--- src/rtl/oldland_bus_arbiter_pkg.sv ---
// ----------------------------------------------------------------------------
// oldland_bus_arbiter_pkg
//
// Shared definitions for the oldland memory-bus arbiter:
//   - one-hot arbiter state encodings (ARB_IDLE, ARB_GNT_I, ARB_GNT_D)
//   - master identifiers (ARB_MASTER_I, ARB_MASTER_D)
//   - the default i-side burst length. It is derived from the cache line size
//     in bytes, so the cache fill length and the arbiter burst length come
//     from one constant and cannot drift apart.
//   - rr_winner(): the round-robin choice when both masters are eligible.
// ----------------------------------------------------------------------------
package oldland_bus_arbiter_pkg;

   // Instruction cache line size in bytes.
   localparam int CACHE_LINE_SIZE = 32;

   // One i-side burst fills one cache line, one 32-bit word per beat.
   localparam int ARB_DEFAULT_BURST_WORDS = CACHE_LINE_SIZE / 4;

   typedef enum logic [2:0] {
      ARB_IDLE  = 3'b001,
      ARB_GNT_I = 3'b010,
      ARB_GNT_D = 3'b100
   } arb_state_e;

   typedef enum logic {
      ARB_MASTER_I = 1'b0,
      ARB_MASTER_D = 1'b1
   } arb_master_e;

   // The master that did not win the previous grant wins the next contention.
   function automatic arb_master_e rr_winner(arb_master_e last_grant);
      return (last_grant == ARB_MASTER_D) ? ARB_MASTER_I : ARB_MASTER_D;
   endfunction

endpackage

--- src/rtl/oldland_bus_arbiter_if.sv ---
// ----------------------------------------------------------------------------
// oldland_bus_arbiter_if
//
// Bundles the three ports of the arbiter into one interface:
//   i_* : instruction-cache line-fill port (read-only bursts)
//   d_* : data port (single-beat read/write)
//   b_* : shared word-addressed memory bus
//
// Modports:
//   slave  : the arbiter. It serves the i/d requesters and drives the bus.
//   master : the surroundings. These are the requesters plus the memory slave.
// ----------------------------------------------------------------------------
interface oldland_bus_arbiter_if;

   // i-side
   logic        i_access;
   logic [29:0] i_addr;
   logic [31:0] i_data;
   logic        i_ack;
   logic        i_error;

   // d-side
   logic        d_access;
   logic [29:0] d_addr;
   logic        d_wr_en;
   logic [3:0]  d_bytesel;
   logic [31:0] d_wr_data;
   logic [31:0] d_data;
   logic        d_ack;
   logic        d_error;

   // memory bus
   logic        b_access;
   logic [29:0] b_addr;
   logic        b_wr_en;
   logic [3:0]  b_bytesel;
   logic [31:0] b_wr_data;
   logic [31:0] b_data;
   logic        b_ack;
   logic        b_error;

   modport slave (
      input  i_access, i_addr,
      output i_data, i_ack, i_error,
      input  d_access, d_addr, d_wr_en, d_bytesel, d_wr_data,
      output d_data, d_ack, d_error,
      output b_access, b_addr, b_wr_en, b_bytesel, b_wr_data,
      input  b_data, b_ack, b_error
   );

   modport master (
      output i_access, i_addr,
      input  i_data, i_ack, i_error,
      output d_access, d_addr, d_wr_en, d_bytesel, d_wr_data,
      input  d_data, d_ack, d_error,
      input  b_access, b_addr, b_wr_en, b_bytesel, b_wr_data,
      output b_data, b_ack, b_error
   );

endinterface

--- src/rtl/oldland_arb_watchdog.sv ---
// ----------------------------------------------------------------------------
// oldland_arb_watchdog
//
// Bus-slave watchdog for the oldland arbiter. The top instantiates it only
// when OLDLAND_ARB_TIMEOUT_EN is defined.
//
// The counter is held at zero while no grant is active, and it clears on
// every b_ack. It increments on each granted cycle without an ack. On the
// TIMEOUT_CYCLES-th consecutive unacknowledged granted cycle, timeout is
// high for that cycle. The arbiter then ends the transfer through its
// normal error path.
//
// Ports:
//   clk, rst_n : clock, asynchronous active-low reset
//   active     : a grant is in progress (arbiter not in IDLE)
//   b_ack      : bus beat complete
//   timeout    : combinational, high on the cycle the limit is reached
// ----------------------------------------------------------------------------
module oldland_arb_watchdog #(
   parameter int TIMEOUT_CYCLES = 255
) (
   input  logic clk,
   input  logic rst_n,
   input  logic active,
   input  logic b_ack,
   output logic timeout
);

   localparam int CNT_W = $clog2(TIMEOUT_CYCLES + 1);

   logic [CNT_W-1:0] count_q;
   logic [CNT_W-1:0] count_d;

   // count_q holds the number of unacknowledged cycles already completed.
   // The current cycle is therefore number count_q + 1.
   assign timeout = active && !b_ack && (count_q == CNT_W'(TIMEOUT_CYCLES - 1));

   always_comb begin
      // NOTE: every signal written in always_comb gets a default first, so no path can infer a latch.
      count_d = count_q + 1'b1;
      if (!active || b_ack || timeout) begin
         count_d = '0;
      end
   end

   always_ff @(posedge clk or negedge rst_n) begin
      // NOTE: sequential state uses non-blocking assignments, so every flop samples pre-edge values.
      if (!rst_n) begin
         count_q <= '0;
      end else begin
         count_q <= count_d;
      end
   end

endmodule

--- src/rtl/oldland_bus_arbiter.sv ---
// ----------------------------------------------------------------------------
// oldland_bus_arbiter
//
// Merges the instruction-cache line-fill port (i-side, 8-beat read bursts)
// and the data port (d-side, single-beat read/write) onto one word-addressed
// memory bus.
//
// Arbitration:
//   - Grants are decided in IDLE and registered. A request therefore reaches
//     the bus one cycle after it is sampled, leaving a one-cycle bubble.
//   - When both masters contend, the grant goes to the master that did not
//     win last time. After reset, I wins the first contention.
//   - A grant is held for the whole i-side burst or the single d-side beat.
//   - After a completed transfer, a master must drop its access for one
//     cycle before it can be granted again. This rearm rule absorbs the
//     cache's trailing request cycle after its final ack.
//
// Ports:
//   clk   : clock
//   rst_n : asynchronous active-low reset, effective immediately
//   bus   : oldland_bus_arbiter_if.slave (i_*, d_* and b_* signals)
//
// Parameters:
//   I_BURST_WORDS  : beats per i-side burst; a power of two, at least 2
//   TIMEOUT_CYCLES : watchdog limit, used only with OLDLAND_ARB_TIMEOUT_EN
//
// Build option:
//   OLDLAND_ARB_TIMEOUT_EN - when defined, adds a watchdog. If the slave does
//   not ack within TIMEOUT_CYCLES, the arbiter forces ack+error to the granted
//   master. When undefined, a hung slave stalls the granted master forever.
// ----------------------------------------------------------------------------
module oldland_bus_arbiter
   import oldland_bus_arbiter_pkg::*;
#(
   parameter int I_BURST_WORDS  = ARB_DEFAULT_BURST_WORDS,
   parameter int TIMEOUT_CYCLES = 255
) (
   input  logic                   clk,
   input  logic                   rst_n,
   oldland_bus_arbiter_if.slave   bus
);

   // Elaboration-time parameter checks.
   if (I_BURST_WORDS < 2 || (I_BURST_WORDS & (I_BURST_WORDS - 1)) != 0) begin : g_bad_burst
      $error("I_BURST_WORDS must be a power of two, at least 2");
   end
   if (TIMEOUT_CYCLES < 1) begin : g_bad_timeout
      $error("TIMEOUT_CYCLES must be at least 1");
   end

   localparam int BEAT_W = $clog2(I_BURST_WORDS);
   localparam logic [BEAT_W-1:0] LAST_BEAT = BEAT_W'(I_BURST_WORDS - 1);

   arb_state_e        state_q,      state_d;
   arb_master_e       last_grant_q, last_grant_d;
   logic [BEAT_W-1:0] beat_q,       beat_d;
   logic              i_rearm_q,    i_rearm_d;
   logic              d_rearm_q,    d_rearm_d;

   logic i_eligible;
   logic d_eligible;
   logic timeout;

   // -------------------------------------------------------------------------
   // Optional slave watchdog
   // -------------------------------------------------------------------------
`ifdef OLDLAND_ARB_TIMEOUT_EN
   oldland_arb_watchdog #(
      .TIMEOUT_CYCLES (TIMEOUT_CYCLES)
   ) u_watchdog (
      .clk     (clk),
      .rst_n   (rst_n),
      .active  (state_q != ARB_IDLE),
      .b_ack   (bus.b_ack),
      .timeout (timeout)
   );
`else
   assign timeout = 1'b0;
`endif

   assign i_eligible = bus.i_access && !i_rearm_q;
   assign d_eligible = bus.d_access && !d_rearm_q;

   // -------------------------------------------------------------------------
   // Next-state logic
   // -------------------------------------------------------------------------
   always_comb begin
      state_d      = state_q;
      last_grant_d = last_grant_q;
      beat_d       = beat_q;
      i_rearm_d    = i_rearm_q;
      d_rearm_d    = d_rearm_q;

      // Any idle-request cycle rearms a master. A completion in the same
      // cycle, assigned further down, takes precedence.
      if (!bus.i_access) i_rearm_d = 1'b0;
      if (!bus.d_access) d_rearm_d = 1'b0;

      unique case (state_q)
         ARB_IDLE: begin
            beat_d = '0;
            if (i_eligible && (!d_eligible || rr_winner(last_grant_q) == ARB_MASTER_I)) begin
               state_d      = ARB_GNT_I;
               last_grant_d = ARB_MASTER_I;
            end else if (d_eligible) begin
               state_d      = ARB_GNT_D;
               last_grant_d = ARB_MASTER_D;
            end
         end

         ARB_GNT_I: begin
            if (!bus.i_access) begin
               // Aborted fill: release the bus and do not demand a rearm.
               state_d = ARB_IDLE;
               beat_d  = '0;
            end else if (bus.b_error || timeout) begin
               state_d   = ARB_IDLE;
               beat_d    = '0;
               i_rearm_d = 1'b1;
            end else if (bus.b_ack) begin
               if (beat_q == LAST_BEAT) begin
                  state_d   = ARB_IDLE;
                  beat_d    = '0;
                  i_rearm_d = 1'b1;
               end else begin
                  beat_d = beat_q + 1'b1;
               end
            end
         end

         ARB_GNT_D: begin
            if (!bus.d_access) begin
               state_d = ARB_IDLE;
            end else if (bus.b_ack || bus.b_error || timeout) begin
               state_d   = ARB_IDLE;
               d_rearm_d = 1'b1;
            end
         end

         default: state_d = ARB_IDLE;
      endcase
   end

   always_ff @(posedge clk or negedge rst_n) begin
      if (!rst_n) begin
         state_q      <= ARB_IDLE;
         last_grant_q <= ARB_MASTER_D;
         beat_q       <= '0;
         i_rearm_q    <= 1'b0;
         d_rearm_q    <= 1'b0;
      end else begin
         state_q      <= state_d;
         last_grant_q <= last_grant_d;
         beat_q       <= beat_d;
         i_rearm_q    <= i_rearm_d;
         d_rearm_q    <= d_rearm_d;
      end
   end

   // -------------------------------------------------------------------------
   // Bus routing
   //
   // Routing is decoded from the registered state, and the granted master's
   // signals pass through combinationally. Reset forces IDLE asynchronously,
   // so all bus and ack/error outputs go to zero immediately.
   // -------------------------------------------------------------------------
   always_comb begin
      bus.b_access  = 1'b0;
      bus.b_addr    = '0;
      bus.b_wr_en   = 1'b0;
      bus.b_bytesel = '0;
      bus.b_wr_data = '0;
      bus.i_ack     = 1'b0;
      bus.i_error   = 1'b0;
      bus.d_ack     = 1'b0;
      bus.d_error   = 1'b0;

      // Read data is shared. Each master qualifies it with its own ack.
      bus.i_data    = bus.b_data;
      bus.d_data    = bus.b_data;

      unique case (state_q)
         ARB_GNT_I: begin
            bus.b_access = bus.i_access && !timeout;
            bus.b_addr   = bus.i_addr;
            bus.i_ack    = bus.b_ack || timeout;
            bus.i_error  = bus.b_error || timeout;
         end

         ARB_GNT_D: begin
            bus.b_access  = bus.d_access && !timeout;
            bus.b_addr    = bus.d_addr;
            bus.b_wr_en   = bus.d_wr_en;
            bus.b_bytesel = bus.d_bytesel;
            bus.b_wr_data = bus.d_wr_data;
            bus.d_ack     = bus.b_ack || timeout;
            bus.d_error   = bus.b_error || timeout;
         end

         default: ;
      endcase
   end

endmodule
--- src/flat_wrapper.sv ---
// flat-port wrapper written by rule: the top's interface ports become plain ports
module oldland_bus_arbiter_flat import oldland_bus_arbiter_pkg::*;
#(
   parameter int I_BURST_WORDS  = ARB_DEFAULT_BURST_WORDS,
   parameter int TIMEOUT_CYCLES = 255
)
  (clk, rst_n, bus_i_access, bus_i_addr, bus_i_data, bus_i_ack, bus_i_error, bus_d_access, bus_d_addr, bus_d_wr_en, bus_d_bytesel, bus_d_wr_data, bus_d_data, bus_d_ack, bus_d_error, bus_b_access, bus_b_addr, bus_b_wr_en, bus_b_bytesel, bus_b_wr_data, bus_b_data, bus_b_ack, bus_b_error);
  oldland_bus_arbiter_if bus_i ();
  input  logic clk;
  input  logic rst_n;
  input wire logic [$bits(bus_i.i_access)-1:0] bus_i_access;
  input wire logic [$bits(bus_i.i_addr)-1:0] bus_i_addr;
  output wire logic [$bits(bus_i.i_data)-1:0] bus_i_data;
  output wire logic [$bits(bus_i.i_ack)-1:0] bus_i_ack;
  output wire logic [$bits(bus_i.i_error)-1:0] bus_i_error;
  input wire logic [$bits(bus_i.d_access)-1:0] bus_d_access;
  input wire logic [$bits(bus_i.d_addr)-1:0] bus_d_addr;
  input wire logic [$bits(bus_i.d_wr_en)-1:0] bus_d_wr_en;
  input wire logic [$bits(bus_i.d_bytesel)-1:0] bus_d_bytesel;
  input wire logic [$bits(bus_i.d_wr_data)-1:0] bus_d_wr_data;
  output wire logic [$bits(bus_i.d_data)-1:0] bus_d_data;
  output wire logic [$bits(bus_i.d_ack)-1:0] bus_d_ack;
  output wire logic [$bits(bus_i.d_error)-1:0] bus_d_error;
  output wire logic [$bits(bus_i.b_access)-1:0] bus_b_access;
  output wire logic [$bits(bus_i.b_addr)-1:0] bus_b_addr;
  output wire logic [$bits(bus_i.b_wr_en)-1:0] bus_b_wr_en;
  output wire logic [$bits(bus_i.b_bytesel)-1:0] bus_b_bytesel;
  output wire logic [$bits(bus_i.b_wr_data)-1:0] bus_b_wr_data;
  input wire logic [$bits(bus_i.b_data)-1:0] bus_b_data;
  input wire logic [$bits(bus_i.b_ack)-1:0] bus_b_ack;
  input wire logic [$bits(bus_i.b_error)-1:0] bus_b_error;
  assign bus_i.i_access = bus_i_access;
  assign bus_i.i_addr = bus_i_addr;
  assign bus_i_data = bus_i.i_data;
  assign bus_i_ack = bus_i.i_ack;
  assign bus_i_error = bus_i.i_error;
  assign bus_i.d_access = bus_d_access;
  assign bus_i.d_addr = bus_d_addr;
  assign bus_i.d_wr_en = bus_d_wr_en;
  assign bus_i.d_bytesel = bus_d_bytesel;
  assign bus_i.d_wr_data = bus_d_wr_data;
  assign bus_d_data = bus_i.d_data;
  assign bus_d_ack = bus_i.d_ack;
  assign bus_d_error = bus_i.d_error;
  assign bus_b_access = bus_i.b_access;
  assign bus_b_addr = bus_i.b_addr;
  assign bus_b_wr_en = bus_i.b_wr_en;
  assign bus_b_bytesel = bus_i.b_bytesel;
  assign bus_b_wr_data = bus_i.b_wr_data;
  assign bus_i.b_data = bus_b_data;
  assign bus_i.b_ack = bus_b_ack;
  assign bus_i.b_error = bus_b_error;
  oldland_bus_arbiter #(.I_BURST_WORDS(I_BURST_WORDS), .TIMEOUT_CYCLES(TIMEOUT_CYCLES)) u_core (.clk(clk), .rst_n(rst_n), .bus(bus_i));
endmodule
--- config.mk ---
export PLATFORM = sky130hd
export DESIGN_NAME = oldland_bus_arbiter_flat
export DESIGN_NICKNAME = d
export VERILOG_FILES = /design/src/rtl/oldland_bus_arbiter_pkg.sv /design/src/rtl/oldland_bus_arbiter_if.sv /design/src/rtl/oldland_arb_watchdog.sv /design/src/rtl/oldland_bus_arbiter.sv /design/src/flat_wrapper.sv
export SDC_FILE = /design/constraint.sdc
export NUM_CORES = 1
export LEC_CHECK = 0
export CAP_MARGIN = 40
export CORE_AREA = 3 3 103 105
export DETAILED_ROUTE_END_ITERATION = 7
export DIE_AREA = 0 0 106 108
export DONT_BUFFER_PORTS = 1
export SYNTH_ARGS = -nofsm -noshare
export SYNTH_HDL_FRONTEND = slang
export SYNTH_SLANG_ARGS = --single-unit
--- constraint.sdc ---
create_clock -name clk -period 1.59 [get_ports clk]
set_clock_uncertainty 0.05 [all_clocks]
set_input_delay 0.0795 -clock clk [delete_from_list [all_inputs] [get_ports clk]]
set_output_delay 0.0795 -clock clk [all_outputs]
set_load 0.005 [all_outputs]
Word-level counts from Yosys, hierarchy flattened

Cells that the tools add are included.

Flip-flop bits (word level): 9
Bits of input ports: 135
Output and inout bits: 136
Logic and storage cells: 62

Add/sub/neg operators: 1
Equality and inequality tests: 8
Muxes and demuxes: 35
Reduce and logical (&&, ||, !) cells: 13

Operators with widths:

| operator            | number |
|---|---|
| $pmux 30 s2         | 1 |
| $mux 3              | 12 |
| $mux 32             | 1 |
| $mux 1              | 17 |
| $pmux 3 s3          | 1 |
| $eq 3x3->1 const B  | 2 |
| $pmux 3 s2          | 1 |
| $mux 4              | 1 |
| $ne 4x3->1 const B  | 1 |
| $ne 4x4->1 const B  | 1 |
| $reduce_and 2->1    | 2 |
| $reduce_and 4->1    | 1 |
| $reduce_bool 2->1   | 2 |
| $add 3x1->3 const B | 1 |
| $eq 3x1->1 const B  | 1 |
| $eq 3x2->1 const B  | 1 |
| $logic_and 1x1->1   | 3 |
| $logic_not 1->1     | 3 |
| $ne 3x1->1 const B  | 1 |
| $ne 3x2->1 const B  | 1 |
| $logic_or 1x1->1    | 2 |
| $pmux 1 s2          | 1 |

Depth between registers and ports, before layout

Gate-level depths: netlist of the first run.

Depth after elaboration: 7
Gate-level depth with buffers: 6
Gate-level depth less buffers: 5

Least setup slack after synthesis of the first run

Ideal clock, no wire load.

Kind: reg2reg
Start: register u_core.beat_q[0]
End: register u_core.i_rearm_q
Setup time: 0.119 ns
Arrival time: 1.150 ns
Required time: 1.421 ns
Slack: 0.271 ns
Cell stages (with the launch flop): 6
Path buffers: 0
Period minus slack after synthesis: 1.319 ns
Cells stage by stage: dfrtp_1 ha_1 ha_1 a21oi_1 nor3_1 o21a_1

Word-level cells in the longest chain between the ends: 6

RTL lines:

| item                     | RTL line                   | text |
|---|---|---|
| start: declaration       | oldland_bus_arbiter.sv:56  | `logic [BEAT_W-1:0] beat_q, beat_d;` |
| start signal: assignment | oldland_bus_arbiter.sv:154 | `beat_q <= beat_d;` |
| $eq 3x3->1               | oldland_bus_arbiter.sv:121 | `if (beat_q == LAST_BEAT) begin` |
| $mux 1                   | oldland_bus_arbiter.sv:121 |  |
| $mux 1                   | oldland_bus_arbiter.sv:120 | `end else if (bus.b_ack) begin` |
| $mux 1                   | oldland_bus_arbiter.sv:116 | `end else if (bus.b_error \|\| timeout) begin` |
| $mux 1                   | oldland_bus_arbiter.sv:112 | `if (!bus.i_access) begin` |
| $mux 1                   | oldland_bus_arbiter.sv:99  | `unique case (state_q)` |
| net u_core.i_rearm_d     | oldland_bus_arbiter.sv:57  | `logic i_rearm_q, i_rearm_d;` |
| end signal: assignment   | oldland_bus_arbiter.sv:155 | `i_rearm_q <= i_rearm_d;` |
| end: declaration         | oldland_bus_arbiter.sv:57  |  |

The timed path passes the listed nets, and every way through them passes these cells.
A chain may end at the register's enable or synchronous reset.

Worst setup path after layout of the first run

Start: register u_core.state_q[2]
End: output port bus_b_addr[7]

Word-level cells in the longest chain between the ends: 2
Elaborated cells on any way between the ends: 3
Those cells by class: eq/ne: 2; mux: 1

RTL lines:

| item                                            | RTL line                   | text |
|---|---|---|
| start: declaration                              | oldland_bus_arbiter.sv:54  | `arb_state_e state_q, state_d;` |
| start signal: assignment                        | oldland_bus_arbiter.sv:152 | `state_q <= state_d;` |
| $eq 3x3->1 / $eq 3x2->1 (equally long branches) | oldland_bus_arbiter.sv:182 | `unique case (state_q)` |
| $pmux 30 s2 *                                   | oldland_bus_arbiter.sv:182 |  |
| end: declaration                                | flat_wrapper.sv:25         | `output wire logic [$bits(bus_i.b_addr)-1:0] bus_b_addr;` |

Every way passes the cells marked *; elsewhere a longest branch is shown, timed or not.

==> results of run 1 <==
==> sequential cells by signal, summed over array words and instances (netlist names) <==
name / cells
u_core.last_grant_q: 1
u_core.i_rearm_q: 1
u_core.beat_q: 3
u_core.d_rearm_q: 1
u_core.state_q: 3
==> Yosys cell counts <==
cell type	count
o21a_1	3
and3b_1	1
buf_2	3
nor2_1	1
o211ai_1	2
ha_1	2
a32oi_1	1
nor3b_2	1
and2_1	41
nand2_1	2
and3_1	2
dfstp_2	2
nand2b_1	3
nor3_1	2
o21ai_0	3
a21oi_1	1
a22o_1	31
nor2b_1	2
nand3b_1	1
clkbuf_2	5
a21o_1	1
o31ai_1	1
nand4_1	1
nor3b_1	2
a31oi_1	2
nor3b_4	1
dfrtp_1	7
buf_4	68
inv_1	3
nand3_1	2
==> routing by layer <==
layer / vias up / share of wire / global-route usage / wire [µm]
li1: 491 / - / - / -
met1: 576 / 0.31 / 0.0881 / 1890
met2: 119 / 0.52 / 0.169 / 3210
met3: 26 / 0.11 / 0.0334 / 682
met4: 0 / 0.057 / 0.0574 / 348
met5: - / 0 / 0 / 0
==> critical path, stage by stage (launching register included) <==
cell     delay (ps)
dfrtp_1         410
nor3b_4         350
buf_12          220
a22o_1          220
==> cell families after synthesis <==
logic type | count (synthesis) | share of synthesized area
compound gates | 45 | 0.231
simple gates | 62 | 0.253
flops | 9 | 0.144
buf+inv | 79 | 0.355
fa+ha+maj | 2 | 0.0158
==> area by class of cell <==
class	count	area (µm²)	share of cell area
multi-input cells	109	833	0.594
flip-flops and latches	9	229	0.163
well taps	133	166	0.119
repair buffers	11	119	0.0847
clock buffers	4	45.0	0.0321
inverters	3	11.3	0.00802
==> worst paths after layout <==
path	from	end	slack, ps
min reg2reg	u_core.d_rearm_q	u_core.d_rearm_q	440
max	u_core.state_q[2]	bus_b_addr[7]	30
max reg2reg	u_core.state_q[0]	u_core.last_grant_q	170
min in group asynchronous	rst_n	u_core.beat_q[0]	180
max in group asynchronous	rst_n	u_core.state_q[0]	980
min	bus_i_access	u_core.state_q[0]	8
==> power by group <==
part | internal (W) | leakage [nW] | total, W | switching (W)
combinational | 0.000403 | 0.427 | 0.000858 | 0.000455
clock | 0.000174 | 0.0228 | 0.000257 | 0.0000827
sequential | 0.000311 | 0.115 | 0.000386 | 0.0000755
total | 0.000888 | 0.565 | 0.00150 | 0.000613
==> stage by stage <==
step / util / cell area (µm²)
detailed placement: 0.132 / 1280
floorplan: - / 1580
global placement: 0.132 / 1280
finish: 0.144 / 1400
global route: 0.144 / 1400
CTS: 0.141 / 1370
==> what timing repair did <==
item | CTS | global route
pin swaps | 0 | 1
setup endpoints to repair | 21 | 57
buffers inserted | 1 | 0
gates resized for setup | 2 | 13
hold buffers | 3 | 0
hold endpoints to repair | 12 | 0
==> results.json, run 1 <==
{
  "synth_seq_cells": 9,
  "status": "finished, final reports clean",
  "worst-r2r-cell-count": 3,
  "antenna_found_initial": 0,
  "setup_slack_ps": 25.8,
  "critPathKind": "flip-flop to output port",
  "yosys_warnings": 0,
  "avgViaCountPerCell": 4.51,
  "vdd_drop_max_mv": 0.270,
  "p_per_area_nw_per_um2": 1070,
  "rsz0062_at_grt": "true",
  "yosys-top-cells-area": "buf_4 (32%), a22o_1 (17%), and2_1 (16%)",
  "drt_pass1_iterations": 4,
  "dp_cells": 261,
  "die_area_um2": 11400,
  "grt_pass1_wl_mm": 7.69,
  "hold_class": "input port to flip-flop",
  "syn_nets": 334,
  "die_x_um": 106,
  "die_h_um": 108,
  "overflow": 0,
  "setup_tns_ps": 0,
  "htreeDepth": 1,
  "relSlewSlack": 0.712,
  "synthToLayoutAreaGrowth_pct": -11.2,
  "crit_arrival_ps": 1430,
  "syn-cell-area_um2": 1580,
  "placementRows": 36,
  "finalHoldViolations": 0,
  "cts.sinks": 9,
  "grt_max_degree": 35,
  "yosys.area.top_type": "buf_4",
  "postRouteAntennaNets": 0,
  "grt_pass1_vias": 1206,
  "postSynthCellCount": 197,
  "setup_viol": 0,
  "vias": 1212,
  "nFillCells": 1103,
  "drtIter0Drc": 63,
  "clkTransAtPathRegs_ps": 40,
  "critPathRequiredTime_ps": 1460,
  "gp_congestion": 0.790,
  "layout.cells.most_common_list": "a22o_1 (30), and2_1 (30), and2_4 (11)",
  "pre_cts_slack_ps": 164,
  "fin_nets": 274,
  "syn_avg_cell_area_um2": 8.02,
  "max_clock_freq_mhz": 639,
  "synthDominantCellAreaShare": 0.323,
  "ios": 271,
  "grt_usage": 0.0924,
  "coreArea_um2": 9730,
  "cts_buffers": 3,
  "hold_slack_ps": 8.27,
  "routedWlPerCell_um": 22.8,
  "diodes": 0,
  "endpoint_kind": "output port",
  "drive_above_1_share": 0.206,
  "leakage_nw": 0.565,
  "dpl.hpwl_mm": 5.44,
  "period_share": 0.984,
  "cp-start-kind": "flip-flop",
  "slew_violations": 0,
  "max_slew.worst_pin.slew_ps": 430,
  "cts.path.max_buffers": 2,
  "design_power_total_w": 0.00150,
  "hold_depth": 2,
  "cts_tree": "yes",
  "start_util": 0.162,
  "post-route-drc-count": 0,
  "port_buffers": 0,
  "insertion_delay_ps": 230,
  "routed_wl_mm": 6.13,
  "final_cells": 269,
  "synthDistinctLibCells": 30,
  "fin_crit_ps": 1560,
  "clock-root-buffer": "clkbuf_8",
  "cp_max_fo": 34,
  "drv_cap": 0,
  "ys_seq_area_frac": 0.144
}
Power figures use the tool's default switching activity.
==> run 2: changes to the inputs <==
ABC_AREA = 1   (was default)
CORE_AREA = 3 3 104 106   (was 3 3 103 105)
DIE_AREA = 0 0 107 109   (was 0 0 106 108)
SYNTH_HIERARCHICAL = 1   (was default)
==> results.json, run 2 <==
{
  "cts.path.max_buffers": 2,
  "multi_input_area_um2": 762,
  "start_util": 0.173,
  "dp_cells": 374,
  "clkTransAtPathRegs_ps": 40,
  "relSlewSlack": 0.716,
  "avgViaCountPerCell": 3.89,
  "layout_commonest_cell": "nand2_1",
  "leakage_nw": 0.871,
  "yosys_warnings": 6,
  "period_share": 0.964,
  "placementRows": 36,
  "critPathRequiredTime_ps": 1460,
  "die_h_um": 109,
  "insertion_delay_ps": 230,
  "cts_buffers": 3,
  "die_x_um": 107,
  "drt_pass1_iterations": 4,
  "drtIter0Drc": 78,
  "pre_cts_slack_ps": 150,
  "final_cells": 381,
  "ios": 271,
  "yosys.area.top_type": "buf_4",
  "top_regs": "u_core/beat_q x3, u_core/state_q x3",
  "antenna_found_initial": 0,
  "critPathKind": "flip-flop to output port",
  "hold_class": "input port to flip-flop",
  "drv_cap": 0,
  "fin_crit_ps": 1530,
  "diodes": 0,
  "vdd_drop_max_mv": 0.435,
  "setup_viol": 0,
  "cp_top_family": "flip-flops",
  "die_area_um2": 11700,
  "status": "finished, final reports clean",
  "design_power_total_w": 0.00152,
  "htreeDepth": 1,
  "seq_area_um2": 228,
  "postRouteAntennaNets": 0,
  "endpoint_kind": "output port",
  "coreArea_um2": 9860,
  "grt_usage": 0.0810,
  "post-route-drc-count": 0,
  "utilization": 0.147,
  "rsz0062_at_grt": "true",
  "gp_congestion": 0.733,
  "p_per_area_nw_per_um2": 1050,
  "yosysMostFrequentCell": "nand2_1",
  "synth_common_cells": "nand2_1 (109), buf_4 (65), inv_1 (45)",
  "slowest_stage": "dfstp_2",
  "synth_seq_cells": 9,
  "setup_slack_ps": 57.4,
  "dpl.hpwl_mm": 5.01,
  "cp-start-kind": "flip-flop",
  "max_clock_freq_mhz": 652,
  "grt_pass1_wl_mm": 7.18,
  "grt_max_degree": 40,
  "cp_max_fo": 39,
  "fin_nets": 386,
  "hold_slack_ps": 17.4,
  "overflow": 0,
  "max_slew.worst_pin.slew_ps": 425,
  "async_reset_ff_frac": 1.00,
  "synth_flop_cell": "dfrtp_1",
  "drive_above_1_share": 0.0887,
  "syn-cell-area_um2": 1700,
  "synthDistinctLibCells": 16,
  "nFillCells": 1152,
  "cts.sinks": 9,
  "vias": 1483,
  "clock-root-buffer": "clkbuf_8",
  "finalHoldViolations": 0,
  "synth-edff-count": 0,
  "crit_top_cell": "nor2_1",
  "synthToLayoutAreaGrowth_pct": -15.0,
  "grt_pass1_vias": 1211,
  "worstPathCellList": "nor2_1 -> nand2_1 -> buf_8 -> nor2_1",
  "postSynthCellCount": 313,
  "port_buffers": 0,
  "slew_violations": 0,
  "cp_slowest_stage_delay_ps": 550,
  "crit_arrival_ps": 1400,
  "cts_tree": "yes",
  "ys_seq_area_frac": 0.134,
  "yosys-top-cells-area": "buf_4 (29%), nand2_1 (24%), dfrtp_1 (10%)",
  "routedWlPerCell_um": 15.2,
  "path_buf_inv": 1,
  "syn_nets": 450,
  "synthDominantCellAreaShare": 0.287,
  "routed_wl_mm": 5.80,
  "syn_avg_cell_area_um2": 5.44,
  "layout.cells.most_common_list": "nand2_1 (109), inv_1 (45), nor2_1 (41)"
}
-- run 2: cell count changes in the layout (fill, tap and decap cells not counted), sizes merged, moves of 3 or more --
cell / delta
nand2: +108
nor2: +52
inv: +44
and2: -41
a22o: -31
nand3: +9
buf: -6
nor3b: -4
nand2b: -3
o21a: -3
-- run 2: area by class of cell --
cell class | count | share of cell area
Multi-Input combinational cell | 183 | 0.526
Sequential cell | 9 | 0.157
Inverter | 47 | 0.125
Tap cell | 133 | 0.115
Timing Repair Buffer | 5 | 0.0449
Clock buffer | 4 | 0.0311
-- run 2: tightest hold or removal path, cell delays in order --
cell     delay (ps)
nand2_1          70
nand3_1          90
nand2_1          50
-- run 2: logic make-up after synthesis --
| family | after synthesis | synth area share |
|---|---|---|
| buffers and inverters | 121 | 0.420 |
| adders and majority gates | 2 | 0.0147 |
| DFF | 9 | 0.134 |
| and+or+nand+nor | 176 | 0.417 |
| AOI/OAI and AO/OA | 5 | 0.0147 |
-- run 2: layer usage --
metal | GRT usage | vias to the layer above | wire, µm
li1 | - | 711 | -
met1 | 0.0934 | 640 | 2020
met2 | 0.141 | 128 | 3040
met3 | 0.0332 | 4 | 717
met4 | 0.0174 | 0 | 23
met5 | 0 | - | 0
-- run 2: report_power, final --
| part | total [W] | switching (W) | internal, W | leakage [nW] |
|---|---|---|---|---|
| clock | 0.000257 | 0.0000828 | 0.000174 | 0.0228 |
| combinational | 0.000906 | 0.000663 | 0.000242 | 0.731 |
| sequential | 0.000360 | 0.0000495 | 0.000311 | 0.117 |
-- run 2: stage by stage --
stage | TNS, ps | cell area (µm²)
floorplan | 0 | 1700
global placement | 0 | 1360
detailed placement | 0 | 1360
CTS | 0 | 1440
global route | -955 | 1450
finish | 0 | 1450
-- run 2: timing repair --
item / CTS / global route
hold buffers: 3 / 0
hold endpoints to repair: 14 / 0
buffers inserted: 0 / 0
gates resized for setup: 2 / 3
setup endpoints to repair: 18 / 47
-- run 2: worst paths after layout --
check,start,endpoint,slack (ps),cells after the start
max,u_core/state_q[0],bus_b_wr_data[6],60,4
min,bus_d_access,u_core/state_q[0],20,3
max reg2reg,u_core/beat_q[0],u_core/state_q[0],270,6
min reg2reg,u_core/last_grant_q,u_core/last_grant_q,420,2
max in group asynchronous,rst_n,u_core/state_q[0],990,1
min in group asynchronous,rst_n,u_core/d_rearm_q,180,1
==> run 3: changes to the inputs <==
==> constraint.sdc (replaced) <==
create_clock -name clk -period 1.59 [get_ports clk]
set_clock_uncertainty 0.05 [all_clocks]
set_input_delay 0.3975 -clock clk [delete_from_list [all_inputs] [get_ports clk]]
set_output_delay 0.3975 -clock clk [all_outputs]
set_load 0.005 [all_outputs]
==> results.json, run 3 (synthesis gave the netlist of run 2 again) <==
{
  "setup_viol": 72,
  "top_regs": "u_core/beat_q x3, u_core/state_q x3",
  "die_x_um": 107,
  "fin_nets": 401,
  "placementRows": 36,
  "htreeDepth": 1,
  "routedWlPerCell_um": 17.9,
  "antenna_found_initial": 0,
  "critPathKind": "flip-flop to output port",
  "layout_commonest_cell": "nand2_1",
  "endpoint_kind": "output port",
  "overflow": 0,
  "setup_tns_ps": -11340,
  "post-route-drc-count": 0,
  "start_util": 0.173,
  "drive_above_1_share": 0.338,
  "cp_max_fo": 5,
  "cp_slowest_stage_delay_ps": 420,
  "final_cells": 396,
  "crit_top_cell": "nor2_4",
  "die_h_um": 109,
  "coreArea_um2": 9860,
  "setup_slack_ps": -188,
  "period_share": 1.12,
  "insertion_delay_ps": 240,
  "ios": 271,
  "leakage_nw": 1.05,
  "gp_congestion": 0.743,
  "slowest_stage": "dfrtp_1",
  "postLayoutCellArea_um2": 2020,
  "port_buffers": 0,
  "cts_tree": "yes",
  "clkTransAtPathRegs_ps": 50,
  "drtIter0Drc": 49,
  "routed_wl_mm": 7.10,
  "grt_pass1_vias": 1361,
  "dpl.hpwl_mm": 5.12,
  "violations": "negative setup slack",
  "vias": 1633,
  "rsz0062_at_grt": "true",
  "layout.cells.most_common_list": "nand2_1 (93), inv_1 (44), nor2_4 (33)",
  "crit_arrival_ps": 1330,
  "nFillCells": 1112,
  "die_area_um2": 11700,
  "fin_crit_ps": 1780,
  "grt_usage": 0.0882,
  "finalHoldViolations": 0,
  "cp_top_family": "flip-flops",
  "cts.sinks": 9,
  "max_slew.worst_pin.slew_ps": 446,
  "vdd_drop_max_mv": 0.589,
  "cp-start-kind": "flip-flop",
  "cts.path.max_buffers": 2,
  "drv_cap": 0,
  "slew_violations": 0,
  "diodes": 0,
  "avgViaCountPerCell": 4.12,
  "status": "finished with violations",
  "postPlaceCellArea_um2": 1390,
  "cts_buffers": 3,
  "grt_max_degree": 32,
  "relSlewSlack": 0.702,
  "worstPathCellList": "nor2_4 -> nand2_4 -> buf_12 -> clkbuf_16 -> nor2_4",
  "hold_class": "input port to flip-flop",
  "grt_pass1_wl_mm": 7.80,
  "max_clock_freq_mhz": 562,
  "critPathRequiredTime_ps": 1140,
  "postRouteAntennaNets": 0,
  "clock-root-buffer": "clkbuf_8",
  "drt_pass1_iterations": 4,
  "path_buf_inv": 2,
  "dp_cells": 375,
  "p_per_area_nw_per_um2": 1150,
  "synthToLayoutAreaGrowth_pct": 18.7
}
-- run 3: cell count changes in the layout (fill, tap and decap cells not counted), moves of 6 or more --
cell / change
nand2_2: +11
nand2_1: -16
nor2_1: -32
buf_4: +6
nor2_4: +33
-- run 3: per-layer routing --
metal,share of wire,track usage,up-vias
met5,0,0,-
met4,0.0099,0.0265,0
met3,0.11,0.0349,9
met2,0.53,0.157,129
met1,0.35,0.0967,750
li1,-,-,745
-- run 3: power by group --
part	internal, W	switching, W
Clock	0.000175	0.0000987
Sequential	0.000311	0.0000696
Combinational	0.000689	0.000973
Total	0.00118	0.00114
-- run 3: area by class of cell --
| class | count | area [µm²] | share of cell area |
|---|---|---|---|
| Inverter | 47 | 181 | 0.0897 |
| Sequential cell | 9 | 228 | 0.113 |
| Multi-Input combinational cell | 183 | 1080 | 0.532 |
| Clock buffer | 4 | 45.0 | 0.0223 |
| Tap cell | 133 | 166 | 0.0823 |
| Timing Repair Buffer | 20 | 325 | 0.161 |
-- run 3: repair_timing --
item                       CTS  global route
hold endpoints to repair     9             0
setup endpoints to repair   70            72
buffers inserted             3             5
hold buffers                 1             0
pin swaps                    0             8
resized for setup           22            75
gates cloned                 1             7
-- run 3: final timing paths --
path | from | to | slack, ps | cells after the start
setup / recovery | u_core/state_q[1] | bus_b_wr_data[31] | -190 | 5
hold / removal | bus_d_access | u_core/d_rearm_q | 250 | 2
setup reg to reg | u_core/state_q[1] | u_core/beat_q[2] | 140 | 9
hold reg to reg | u_core/last_grant_q | u_core/last_grant_q | 420 | 2
max in group asynchronous | rst_n | u_core/last_grant_q | 660 | 1
min in group asynchronous | rst_n | u_core/state_q[2] | 490 | 1
-- run 3: stage by stage --
| stage | utilization | hold slack, ps | power [W] | setup slack, ps |
|---|---|---|---|---|
| after detailed placement | 0.141 | 52.3 | 0.00129 | 30.1 |
| after global placement | 0.141 | 52.4 | 0.00128 | 33.6 |
| after global routing | 0.205 | 264 | 0.00250 | -247 |
| after CTS | 0.159 | 248 | 0.00177 | -183 |
| after floorplan | - | 51.9 | 0.00120 | 88.0 |
| final | 0.205 | 253 | 0.00232 | -188 |
